[src/rtl/breakout_pkg.sv]
// Shared geometry, state encoding, colour codes and level tables for the breakout engine.
package breakout_pkg;
    localparam logic [9:0]  PF_LEFT     = 10'd160;
    localparam logic [9:0]  PF_RIGHT    = 10'd479;
    localparam logic [9:0]  PF_TOP      = 10'd120;
    localparam logic [9:0]  BRICK_TOP   = 10'd140;
    localparam logic [9:0]  BRICK_BOT   = 10'd180;
    localparam logic [10:0] BRICK_W     = 11'd60;
    localparam logic [9:0]  BAR_TOP     = 10'd353;
    localparam logic [9:0]  BAR_BOT     = 10'd357;
    localparam logic [9:0]  BAR_STEP    = 10'd10;
    localparam logic [9:0]  BALL_SZ     = 10'd8;
    localparam logic [9:0]  BAR_X_RST   = 10'd295;
    localparam logic [9:0]  BALL_X_RST  = 10'd316;
    localparam logic [9:0]  BALL_Y_PARK = 10'd345;
    localparam logic [9:0]  TICK_ROW    = 10'd481;

    localparam logic [2:0] RGB_BRICK = 3'b011;
    localparam logic [2:0] RGB_BAR   = 3'b110;
    localparam logic [2:0] RGB_BALL  = 3'b100;
    localparam logic [2:0] RGB_NONE  = 3'b000;

    typedef enum logic [2:0] {
        ST_IDLE  = 3'd0,
        ST_SERVE = 3'd1,
        ST_RUN   = 3'd2,
        ST_MISS  = 3'd3,
        ST_OVER  = 3'd4,
        ST_WIN   = 3'd5
    } state_e;

    // Velocity kept as sign + magnitude; magnitude 0 means parked.
    typedef struct packed {
        logic       neg;
        logic [1:0] mag;
    } vel_t;

    function automatic logic [1:0] lvl_speed(input logic [1:0] lvl);
        case (lvl)
            2'd0:    return 2'd1;
            2'd1:    return 2'd2;
            default: return 2'd3;
        endcase
    endfunction

    function automatic logic [9:0] lvl_bar_w(input logic [1:0] lvl);
        case (lvl)
            2'd0:    return 10'd50;
            2'd1:    return 10'd40;
            default: return 10'd30;
        endcase
    endfunction

    function automatic logic [9:0] vel_add(input logic [9:0] p, input vel_t v);
        return v.neg ? p - {8'b0, v.mag} : p + {8'b0, v.mag};
    endfunction
endpackage

[src/rtl/breakout_render.sv]
// Combinational pixel-to-object mapping: bricks over bar over round ball.
module breakout_render
    import breakout_pkg::*;
#(
    parameter int NUM_BLOCKS  = 3,
    parameter int BLOCK_X0    = 170,
    parameter int BLOCK_PITCH = 120
) (
    input  logic [9:0]            pix_x_i,
    input  logic [9:0]            pix_y_i,
    input  logic [9:0]            bar_x_i,
    input  logic [9:0]            bar_w_i,
    input  logic [9:0]            ball_x_i,
    input  logic [9:0]            ball_y_i,
    input  logic [NUM_BLOCKS-1:0] alive_i,
    output logic                  graph_on_o,
    output logic [2:0]            graph_rgb_o
);
    logic [NUM_BLOCKS-1:0] brick_px;
    logic [9:0]            bar_dx, ball_dx, ball_dy;
    logic [7:0]            ball_row;
    logic                  bar_px, ball_px;

    function automatic logic [7:0] ball_bitmap(input logic [2:0] row);
        case (row)
            3'd0, 3'd7: return 8'b0011_1100;
            3'd1, 3'd6: return 8'b0111_1110;
            default:    return 8'b1111_1111;
        endcase
    endfunction

    for (genvar i = 0; i < NUM_BLOCKS; i++) begin : g_brick
        localparam logic [10:0] LEFT = 11'(BLOCK_X0 + i * BLOCK_PITCH);
        logic [10:0] dx;
        assign dx          = {1'b0, pix_x_i} - LEFT;
        assign brick_px[i] = alive_i[i] && (dx < BRICK_W) &&
                             (pix_y_i >= BRICK_TOP) && (pix_y_i <= BRICK_BOT);
    end

    // Unsigned differences wrap large when the pixel is left of/above the object.
    assign bar_dx   = pix_x_i - bar_x_i;
    assign bar_px   = (bar_dx < bar_w_i) && (pix_y_i >= BAR_TOP) && (pix_y_i <= BAR_BOT);
    assign ball_dx  = pix_x_i - ball_x_i;
    assign ball_dy  = pix_y_i - ball_y_i;
    assign ball_row = ball_bitmap(ball_dy[2:0]);
    assign ball_px  = (ball_dx < BALL_SZ) && (ball_dy < BALL_SZ) && ball_row[ball_dx[2:0]];

    always_comb begin
        graph_rgb_o = RGB_NONE;
        if (|brick_px)   graph_rgb_o = RGB_BRICK;
        else if (bar_px) graph_rgb_o = RGB_BAR;
        else if (ball_px) graph_rgb_o = RGB_BALL;
    end

    assign graph_on_o = (|brick_px) || bar_px || ball_px;
endmodule

[src/rtl/breakout_engine.sv]
// Single-row breakout: bar, ball physics, brick mask, score/lives and game FSM, stepped once per frame.
module breakout_engine
    import breakout_pkg::*;
#(
    parameter int NUM_BLOCKS  = 3,
    parameter int BLOCK_X0    = 170,
    parameter int BLOCK_PITCH = 120,
    parameter int LIVES       = 3
) (
    input  logic       clk,
    input  logic       reset,
    input  logic [1:0] btn,
    input  logic [1:0] level,
    input  logic       start,
    input  logic [9:0] pix_x,
    input  logic [9:0] pix_y,
    output logic       graph_on,
    output logic [2:0] graph_rgb,
    output logic [7:0] score,
    output logic [2:0] lives,
    output logic [2:0] game_state
);
    state_e                state_q;
    logic [NUM_BLOCKS-1:0] alive_q, alive_d, brick_ovl, brick_hit, brick_first;
    logic [7:0]            score_q, score_d;
    logic [2:0]            lives_q;
    vel_t                  vx_q, vy_q, vx_d, vy_d;
    logic [9:0]            bar_x_q, bar_x_d, bar_mv, bar_w, bar_half, bar_max;
    logic [9:0]            ball_x_q, ball_y_q, ball_x_d, ball_y_d, ball_r, ball_b, park_x;
    logic [1:0]            speed;
    logic                  tick, hit_l, hit_r, hit_t, bar_ovl, bar_hit, miss;

    assign tick     = (pix_y == TICK_ROW) && (pix_x == 10'd0);
    assign speed    = lvl_speed(level);
    assign bar_w    = lvl_bar_w(level);
    assign bar_half = {1'b0, bar_w[9:1]};
    assign bar_max  = PF_RIGHT + 10'd1 - bar_w;

    // Always clamp so a mid-game width change can't leave the bar past the wall.
    always_comb begin
        bar_mv = bar_x_q;
        if (btn[1])      bar_mv = bar_x_q + BAR_STEP;
        else if (btn[0]) bar_mv = (bar_x_q < PF_LEFT + BAR_STEP) ? PF_LEFT : bar_x_q - BAR_STEP;
        bar_x_d = (bar_mv > bar_max) ? bar_max : bar_mv;
    end

    assign park_x  = bar_x_d + bar_half - 10'd4;
    assign ball_r  = ball_x_q + (BALL_SZ - 10'd1);
    assign ball_b  = ball_y_q + (BALL_SZ - 10'd1);
    assign hit_l   = ball_x_q <= PF_LEFT;
    assign hit_r   = ball_r >= PF_RIGHT;
    assign hit_t   = ball_y_q <= PF_TOP;
    assign bar_ovl = (ball_x_q <= bar_x_q + bar_w - 10'd1) && (ball_r >= bar_x_q);
    assign bar_hit = !vy_q.neg && (vy_q.mag != 2'd0) && (ball_b >= BAR_TOP) && bar_ovl;
    assign miss    = (ball_y_q > BAR_BOT) && !bar_ovl;

    for (genvar i = 0; i < NUM_BLOCKS; i++) begin : g_brick
        localparam logic [10:0] LEFT = 11'(BLOCK_X0 + i * BLOCK_PITCH);
        assign brick_ovl[i] = ({1'b0, ball_x_q} <= LEFT + BRICK_W - 11'd1) &&
                              ({1'b0, ball_r} >= LEFT) &&
                              (ball_y_q <= BRICK_BOT) && (ball_b >= BRICK_TOP);
    end

    // Only the lowest-index live brick is consumed per tick.
    assign brick_hit   = brick_ovl & alive_q;
    assign brick_first = brick_hit & (~brick_hit + NUM_BLOCKS'(1));
    assign alive_d     = alive_q & ~brick_first;
    assign score_d     = (|brick_hit && score_q != 8'hFF) ? score_q + 8'd1 : score_q;

    always_comb begin
        vx_d = vx_q;
        vy_d = vy_q;
        if (hit_t) vy_d = '{neg: 1'b0, mag: speed};
        if (bar_hit) begin
            vy_d = '{neg: 1'b1, mag: speed};
            vx_d = '{neg: (ball_x_q + 10'd4) < (bar_x_q + bar_half), mag: speed};
        end
        if (hit_l) vx_d = '{neg: 1'b0, mag: speed};
        if (hit_r) vx_d = '{neg: 1'b1, mag: speed};
        if (|brick_hit) vy_d = '{neg: ~vy_q.neg, mag: vy_q.mag};
    end

    assign ball_x_d = vel_add(ball_x_q, vx_d);
    assign ball_y_d = vel_add(ball_y_q, vy_d);

    always_ff @(posedge clk or posedge reset) begin
        if (reset) begin
            state_q  <= ST_IDLE;
            alive_q  <= '1;
            score_q  <= '0;
            lives_q  <= 3'(LIVES);
            vx_q     <= '0;
            vy_q     <= '0;
            bar_x_q  <= BAR_X_RST;
            ball_x_q <= BALL_X_RST;
            ball_y_q <= BALL_Y_PARK;
        end else if (tick) begin
            // Outside RUN the ball sits on the bar, motionless.
            bar_x_q  <= bar_x_d;
            ball_x_q <= park_x;
            ball_y_q <= BALL_Y_PARK;
            vx_q     <= '0;
            vy_q     <= '0;
            case (state_q)
                ST_IDLE: if (start) state_q <= ST_SERVE;
                ST_SERVE: if (start) begin
                    vx_q    <= '{neg: 1'b1, mag: speed};
                    vy_q    <= '{neg: 1'b1, mag: speed};
                    state_q <= ST_RUN;
                end
                ST_RUN: begin
                    ball_x_q <= ball_x_d;
                    ball_y_q <= ball_y_d;
                    vx_q     <= vx_d;
                    vy_q     <= vy_d;
                    alive_q  <= alive_d;
                    score_q  <= score_d;
                    if (alive_d == '0) state_q <= ST_WIN;
                    else if (miss)     state_q <= ST_MISS;
                end
                ST_MISS: begin
                    lives_q <= lives_q - 3'd1;
                    state_q <= (lives_q <= 3'd1) ? ST_OVER : ST_SERVE;
                end
                ST_OVER, ST_WIN: if (start) begin
                    alive_q <= '1;
                    score_q <= '0;
                    lives_q <= 3'(LIVES);
                    state_q <= ST_SERVE;
                end
                default: state_q <= ST_IDLE;
            endcase
        end
    end

    assign score      = score_q;
    assign lives      = lives_q;
    assign game_state = state_q;

    breakout_render #(
        .NUM_BLOCKS (NUM_BLOCKS),
        .BLOCK_X0   (BLOCK_X0),
        .BLOCK_PITCH(BLOCK_PITCH)
    ) u_render (
        .pix_x_i    (pix_x),
        .pix_y_i    (pix_y),
        .bar_x_i    (bar_x_q),
        .bar_w_i    (bar_w),
        .ball_x_i   (ball_x_q),
        .ball_y_i   (ball_y_q),
        .alive_i    (alive_q),
        .graph_on_o (graph_on),
        .graph_rgb_o(graph_rgb)
    );
endmodule
[config.mk]
export PLATFORM = sky130hd
export DESIGN_NAME = breakout_engine
export DESIGN_NICKNAME = d
export VERILOG_FILES = /design/src/rtl/breakout_pkg.sv /design/src/rtl/breakout_render.sv /design/src/rtl/breakout_engine.sv
export SDC_FILE = /design/constraint.sdc
export NUM_CORES = 1
export LEC_CHECK = 0
export ABC_AREA = 1
export CAP_MARGIN = 20
export CELL_PAD_IN_SITES_DETAIL_PLACEMENT = 0
export CELL_PAD_IN_SITES_GLOBAL_PLACEMENT = 1
export CORE_UTILIZATION = 35
export CTS_CLUSTER_DIAMETER = 50
export CTS_CLUSTER_SIZE = 12
export DETAILED_ROUTE_END_ITERATION = 7
export DONT_BUFFER_PORTS = 1
export GPL_TIMING_DRIVEN = 0
export PLACE_DENSITY_LB_ADDON = 0.1
export SLEW_MARGIN = 20
export SYNTH_ARGS = -nofsm -noshare
export SYNTH_HDL_FRONTEND = slang
export SYNTH_SLANG_ARGS = --single-unit
[constraint.sdc]
create_clock -name clk -period 12.12 [get_ports clk]
set_clock_uncertainty 0.1 [all_clocks]
set_input_delay 2.424 -clock clk [delete_from_list [all_inputs] [get_ports clk]]
set_output_delay 2.424 -clock clk [all_outputs]
set_load 0.02 [all_outputs]
### After elaboration in Yosys (flattened, before gate mapping)

Cells that the tools add are included.

| word-level totals | value |
|---|---|
| memories kept | 0 |
| latch bits | 0 |
| bits in registers | 53 |
| output and inout port bits | 18 |
| word-level logic and storage cells | 176 |
| memory bits (writable) | 0 |
| ROM bits | 0 |

| operators by class | value |
|---|---|
| mux-type cells | 38 |
| equality and inequality tests | 16 |
| divide/modulo/power cells | 0 |
| $add $sub $neg | 24 |
| reduce and logical (&&, ||, !) cells | 51 |
| bitwise operators | 6 |
| order comparisons | 30 |
| multiply operators | 0 |
| shifts and indexed selects | 0 |

Operators by type and width:

| operator | number |
|---|---|
| 2-to-1 mux 10 bit | 8 |
| 2-to-1 mux 3 bit | 17 |
| greater-or-equal comparator 10 x 9 -> 1 bit, second input constant | 5 |
| <= comparator 10 x 8 -> 1 bit, second input constant | 4 |
| < comparator 11 x 6 -> 1 bit, second input constant | 3 |
| case mux 8 bit (2 select lines) | 2 |
| adder 10 x 3 -> 10 bit, second input constant | 3 |
| greater-or-equal comparator 10 x 8 -> 1 bit, second input constant | 3 |
| <= comparator 10 x 9 -> 1 bit, second input constant | 3 |
| subtractor 10 bit | 3 |
| logical AND 1 bit | 29 |
| case mux 3 bit (2 select lines) | 4 |
| subtractor 10 x 9 -> 11 bit, second input constant | 2 |
| adder 10 x 2 -> 10 bit | 2 |
| adder 10 x 9 -> 10 bit | 2 |
| < comparator 10 x 4 -> 1 bit, second input constant | 2 |
| subtractor 10 x 2 -> 10 bit | 2 |
| 2-to-1 mux 8 bit | 2 |
| equality test 3 bit, second input constant | 4 |
| case mux 3 bit (4 select lines) | 1 |
| case mux 6 bit (2 select lines) | 1 |
| subtractor 10 x 8 -> 11 bit, second input constant | 1 |
| adder 10 bit | 1 |
| adder 10 x 4 -> 10 bit, second input constant | 1 |
| other kinds (41) | 60 |

### Longest topological paths before layout

| depth | value |
|---|---|
| depth after elaboration | 14 |
| depth in mapped cells | 44 |

### By module

Synthesis repeated with hierarchy kept, for this count alone.

| unflattened totals | value |
|---|---|
| cells, all modules | 1490 |
| area total of the unflattened synthesis | 9374.0 sq um |

By module, submodules not included:

| module | instances | area each (sq um) | cells an instance |
|---|---|---|---|
| breakout_engine | 1 | 7161.9 | 1078 |
| breakout_render | 1 | 2212.1 | 412 |

### Worst setup path after synthesis

No wires, ideal clock.

| path | value |
|---|---|
| path kind | input -> register |
| start point | input port level[1] |
| end point | register ball_x_q[8] |
| stages on the path | 43 |
| arrival | 7505 ps |
| setup slack | 4437 ps |
| library setup time | 79 ps |
| required time | 11941 ps |
| cell sequence | inv_1 nand2_1 inv_1 nand2_1 nand2_1 ha_1 fa_1 nand3_1 nand2_1 nand2_1 nand2_1 a21oi_1 nor2_1 nor2_1 nor2_1 nor2_1 xnor2_1 ha_1 [7 not listed] nand2_1 o21ai_1 ha_1 inv_1 nand3_1 ha_1 a21oi_1 nand2_1 nand2_1 nand2_1 a21oi_1 o21ai_0 a21oi_1 xnor2_1 nand2_1 nand2_1 nand2_1 o21ai_0 |

| on the way | value |
|---|---|
| cells in the longest elaborated chain, start to end | 13 |

Ends and longest elaborated chain:

| item | line | RTL |
|---|---|---|
| from (decl) | breakout_engine.sv:13 | `input logic [1:0] level,` |
| equality test 2 x 1 -> 1 bit / logical NOT 2 bit (equally long branches) | breakout_pkg.sv:39, breakout_pkg.sv:47 |  |
| case mux 6 bit (2 select lines) | breakout_pkg.sv:47 | `case (lvl)` |
| adder 10 bit | breakout_engine.sv:53 | `assign bar_ovl = (ball_x_q <= bar_x_q + bar_w - 10'd1) && (ball_r >= bar_x_q);` |
| subtractor 10 x 1 -> 10 bit | breakout_engine.sv:53 |  |
| <= comparator 10 bit | breakout_engine.sv:53 |  |
| logical AND 1 bit | breakout_engine.sv:53 |  |
| logical AND 1 bit | breakout_engine.sv:54 | `assign bar_hit = !vy_q.neg && (vy_q.mag != 2'd0) && (ball_b >= BAR_TOP) && bar_ovl;` |
| 2-to-1 mux 3 bit | breakout_engine.sv:74 | `if (bar_hit) begin` |
| 2-to-1 mux 3 bit | breakout_engine.sv:78 | `if (hit_l) vx_d = '{neg: 1'b0, mag: speed};` |
| 2-to-1 mux 3 bit | breakout_engine.sv:79 | `if (hit_r) vx_d = '{neg: 1'b1, mag: speed};` |
| adder 10 x 2 -> 10 bit / subtractor 10 x 2 -> 10 bit (equally long branches) | breakout_pkg.sv:55 | `return v.neg ? p - {8'b0, v.mag} : p + {8'b0, v.mag};` |
| 2-to-1 mux 10 bit | breakout_pkg.sv:55 |  |
| 2-to-1 mux 10 bit * | breakout_engine.sv:104 | `case (state_q)` |
| to (signal assigned) | breakout_engine.sv:100 | `ball_x_q <= park_x;` |
| to (signal assigned) | breakout_engine.sv:112 | `ball_x_q <= ball_x_d;` |
| to (decl) | breakout_engine.sv:29 | `logic [9:0] ball_x_q, ball_y_q, ball_x_d, ball_y_d, ball_r, ball_b, park_x;` |

Mark *: on every way between the ends. The rest lies on a longest branch, timed or not.
A chain may end at the register's enable or synchronous reset.

### Worst setup path after layout

Same ends and word-level chain as after synthesis.

==> flow_summary.json <==
{
  "drv_slew": 0,
  "tightest_slew_ns": 0.7902,
  "clk_pin_slew_worst_paths_ns": 0.07,
  "netlist_top_cells_area": "ha_1 18%, nand2_1 14%, dfrtp_1 9.3%, inv_1 8.4%, dfstp_2 5.9%",
  "die_h_um": 161.4,
  "ys_seq_area_frac": 0.1520,
  "synth_nets": 1551,
  "switching_share": 0.3505,
  "initial_core_util": 0.3613,
  "core_mm2": 0.02460,
  "yosys_warnings": 0,
  "drive_gt1_frac": 0.07025,
  "max_slew_margin": 0.4732,
  "antenna_left": 0,
  "fmax_mhz": 111.6,
  "syn_inst": 1386,
  "maxCapViolations": 0,
  "track_usage": 0.2308,
  "ys_types": 52,
  "final_util": 0.3852,
  "clock_power_share": 0.343,
  "cts_setup_buffers": 0,
  "synth_common_cells": "338 x nand2_1, 199 x inv_1, 130 x ha_1, 116 x nor2_1, 104 x nand3_1",
  "final_area_mm2": 0.009477,
  "grt_max_degree": 47,
  "total_power_uw": 468.3,
  "post_cts_resized": 0,
  "max_stage_delay_ns": 0.48,
  "yosys.area.top_type": "ha_1",
  "r2r_cells": 41,
  "cts.sinks": 53,
  "h-tree-depth": 2,
  "synth.avg_cell_area_um2": 6.414,
  "hold_ws_ns": 0.3923,
  "wire_per_inst_um": 16.85,
  "netlist.area_leader.share": 0.1830,
  "setup_viol": 0,
  "async_flop_share": 1.000,
  "cp.required_ns": 12.24,
  "ioPinCount": 45,
  "ctsHoldBuffers": 0,
  "dp_hpwl_um": 23930,
  "grt_pass1_wl_um": 47110,
  "finalHoldViolations": 0,
  "yosysMostFrequentCell": "nand2_1",
  "cp-endpoint": "ball_x_q[8]$_DFFE_PP1P_",
  "worst_slack_ns": 3.160,
  "arrival_ns": 9.08,
  "worstSetupPathType": "primary input to register",
  "overflow": 0,
  "place_congestion": 0.8330,
  "cts_buffers": 5,
  "cp_max_fo": 10,
  "dpl-instance-area_mm2": 0.009325,
  "post-route-min-period_ns": 8.960,
  "start_kind": "primary input",
  "clockBufferDepth": 2,
  "hold_class": "register to register",
  "setup_tns_ns": 0,
  "worstHoldStart": "vx_q[0]$_DFFE_PP0P_",
  "r2r-end": "ball_x_q[8]$_DFFE_PP1P_",
  "combPwrFrac": 0.279,
  "first_global_vias": 8743,
  "post-place-cells": 1711,
  "viasPerCell": 5.190,
  "nFillCells": 2759,
  "antennaDiodeCount": 0,
  "startpoint": "level[1]",
  "wirelength_um": 28970,
  "layout.cells.non_filler": 1719,
  "r2r_slack_ns": 5.29,
  "vias": 8922,
  "synthFlopType": "dfrtp_1",
  "finalCritPeriodShare": 0.7393,
  "leakage_nw": 4.725,
  "die_w_um": 161.4,
  "cp_common_cell": "nand2_1",
  "grt_setup_unrepaired": "no",
  "cts_tree": "yes",
  "critPathSlowestCell": "nand2_1",
  "p_seq_frac": 0.378,
  "place_ws_ns": 2.864,
  "irDropWorstVdd_uv": 55.74,
  "port_buffers": 0,
  "syn_area_mm2": 0.008890,
  "cp-end-kind": "register",
  "synth_edf_count": 0,
  "root_buffer": "clkbuf_16",
  "switchingPower_uw": 164.1,
  "drt_iter0_markers": 634,
  "worst_skew_pair.late_latency_ns": 0.32,
  "dr.pass1.iters": 5,
  "syn_to_final_growth_pct": 6.601,
  "rows": 57,
  "status": "finished clean",
  "final_nets": 1559,
  "die_area_mm2": 0.02604,
  "power_density_mw_per_mm2": 49.41,
  "r2r_start": "bar_x_q[1]$_DFFE_PP1P_",
  "antenna_found_initial": 0,
  "drcViolationCount": 0,
  "synth-seq-cells": 53,
  "intPower_uw": 304.1
}
-- per-layer routing --
layer,GRT usage,wire length [µm]
met5,0,0
met4,0.03988,305
met1,0.3204,14500
met3,0.02902,1129
met2,0.3852,13030
-- kinds of logic (layout without fill, tap and decap cells) --
| family | count (synthesis) | after routing | share of synthesized area |
|---|---|---|---|
| AND/OR/NAND/NOR | 676 | 676 | 0.3369 |
| AO/OA/AOI/OAI | 233 | 233 | 0.1543 |
| adder cells (fa/ha/maj) | 138 | 138 | 0.2010 |
| flip-flops | 53 | 53 | 0.1520 |
| XOR/XNOR | 57 | 57 | 0.05616 |
| buffers and inverters | 229 | 238 | 0.09965 |
-- final cells by class --
cell class	instances	area, µm²	share of cell area
sequential	53	1351	0.1426
timing repair buffer	1	27.53	0.002905
multi-input combinational	1104	6653	0.7020
clock buffer	5	125.1	0.01320
buffer	16	83.83	0.008846
inverter	213	804.5	0.08490
tap	324	405.4	0.04278
clock inverter	3	26.28	0.002773
-- worst max-delay path, delay by kind of cell --
| kind | cells | cell delay (ns) |
|---|---|---|
| AND/OR/NAND/NOR | 25 | 3.11 |
| adder cells (fa/ha/maj) | 5 | 1.58 |
| AO/OA/AOI/OAI | 8 | 1.25 |
| buffers and inverters | 3 | 0.50 |
| XOR/XNOR | 2 | 0.21 |
-- cell usage in the layout (no fill, tap or decap), types with 3 or more instances in the layout --
| cell type | n |
|---|---|
| nand2_1 | 338 |
| o21ai_1 | 11 |
| o221ai_1 | 4 |
| nand3_1 | 104 |
| o21ai_2 | 6 |
| o31ai_1 | 3 |
| a21oi_1 | 91 |
| dfrtp_1 | 33 |
| a211oi_1 | 5 |
| o21bai_1 | 4 |
| xnor2_1 | 22 |
| nor2_2 | 10 |
| fa_1 | 8 |
| nand3_2 | 7 |
| a31oi_1 | 7 |
| o22ai_1 | 6 |
| clkbuf_1 | 8 |
| o2111ai_1 | 7 |
| clkbuf_16 | 5 |
| nand3b_1 | 8 |
| a22oi_1 | 9 |
| a21o_1 | 3 |
| nor4_1 | 7 |
| buf_4 | 3 |
| nand4_1 | 36 |
| inv_1 | 198 |
| dfstp_2 | 20 |
| nor2_1 | 116 |
| o21a_1 | 3 |
| xor2_1 | 35 |
| nor3_1 | 24 |
| nand2_2 | 16 |
| inv_2 | 11 |
| o21ai_0 | 59 |
| buf_2 | 4 |
| ha_1 | 130 |
| o211ai_1 | 7 |
-- power by group through the flow --
stage | sequential, mW | clock, mW | combinational [mW]
3_3_place_gp | 0.180 | 0 | 0.130
2_1_floorplan | 0.180 | 0 | 0.0995
5_1_grt | 0.177 | 0.170 | 0.152
3_5_place_dp | 0.180 | 0 | 0.132
4_1_cts | 0.177 | 0.166 | 0.132
6_report | 0.177 | 0.161 | 0.130
-- sequential cells by signal, indices dropped and copies added, names as in the netlist --
| signal | flops |
|---|---|
| vy_q | 3 |
| alive_q | 3 |
| ball_x_q | 10 |
| game_state | 3 |
| bar_x_q | 10 |
| score | 8 |
| ball_y_q | 10 |
| lives | 3 |
| vx_q | 3 |
-- worst min path at each step --
stage	slack [ns]	cells past startpoint	to
floorplan	0.35	2	vx_q[0]$_DFFE_PP0P_
global placement	0.37	2	vx_q[0]$_DFFE_PP0P_
detailed placement	0.37	2	vx_q[0]$_DFFE_PP0P_
CTS	0.39	2	vx_q[0]$_DFFE_PP0P_
global route	0.42	2	vx_q[0]$_DFFE_PP0P_
finish	0.39	2	vx_q[0]$_DFFE_PP0P_
Power figures use the tool's default switching activity.
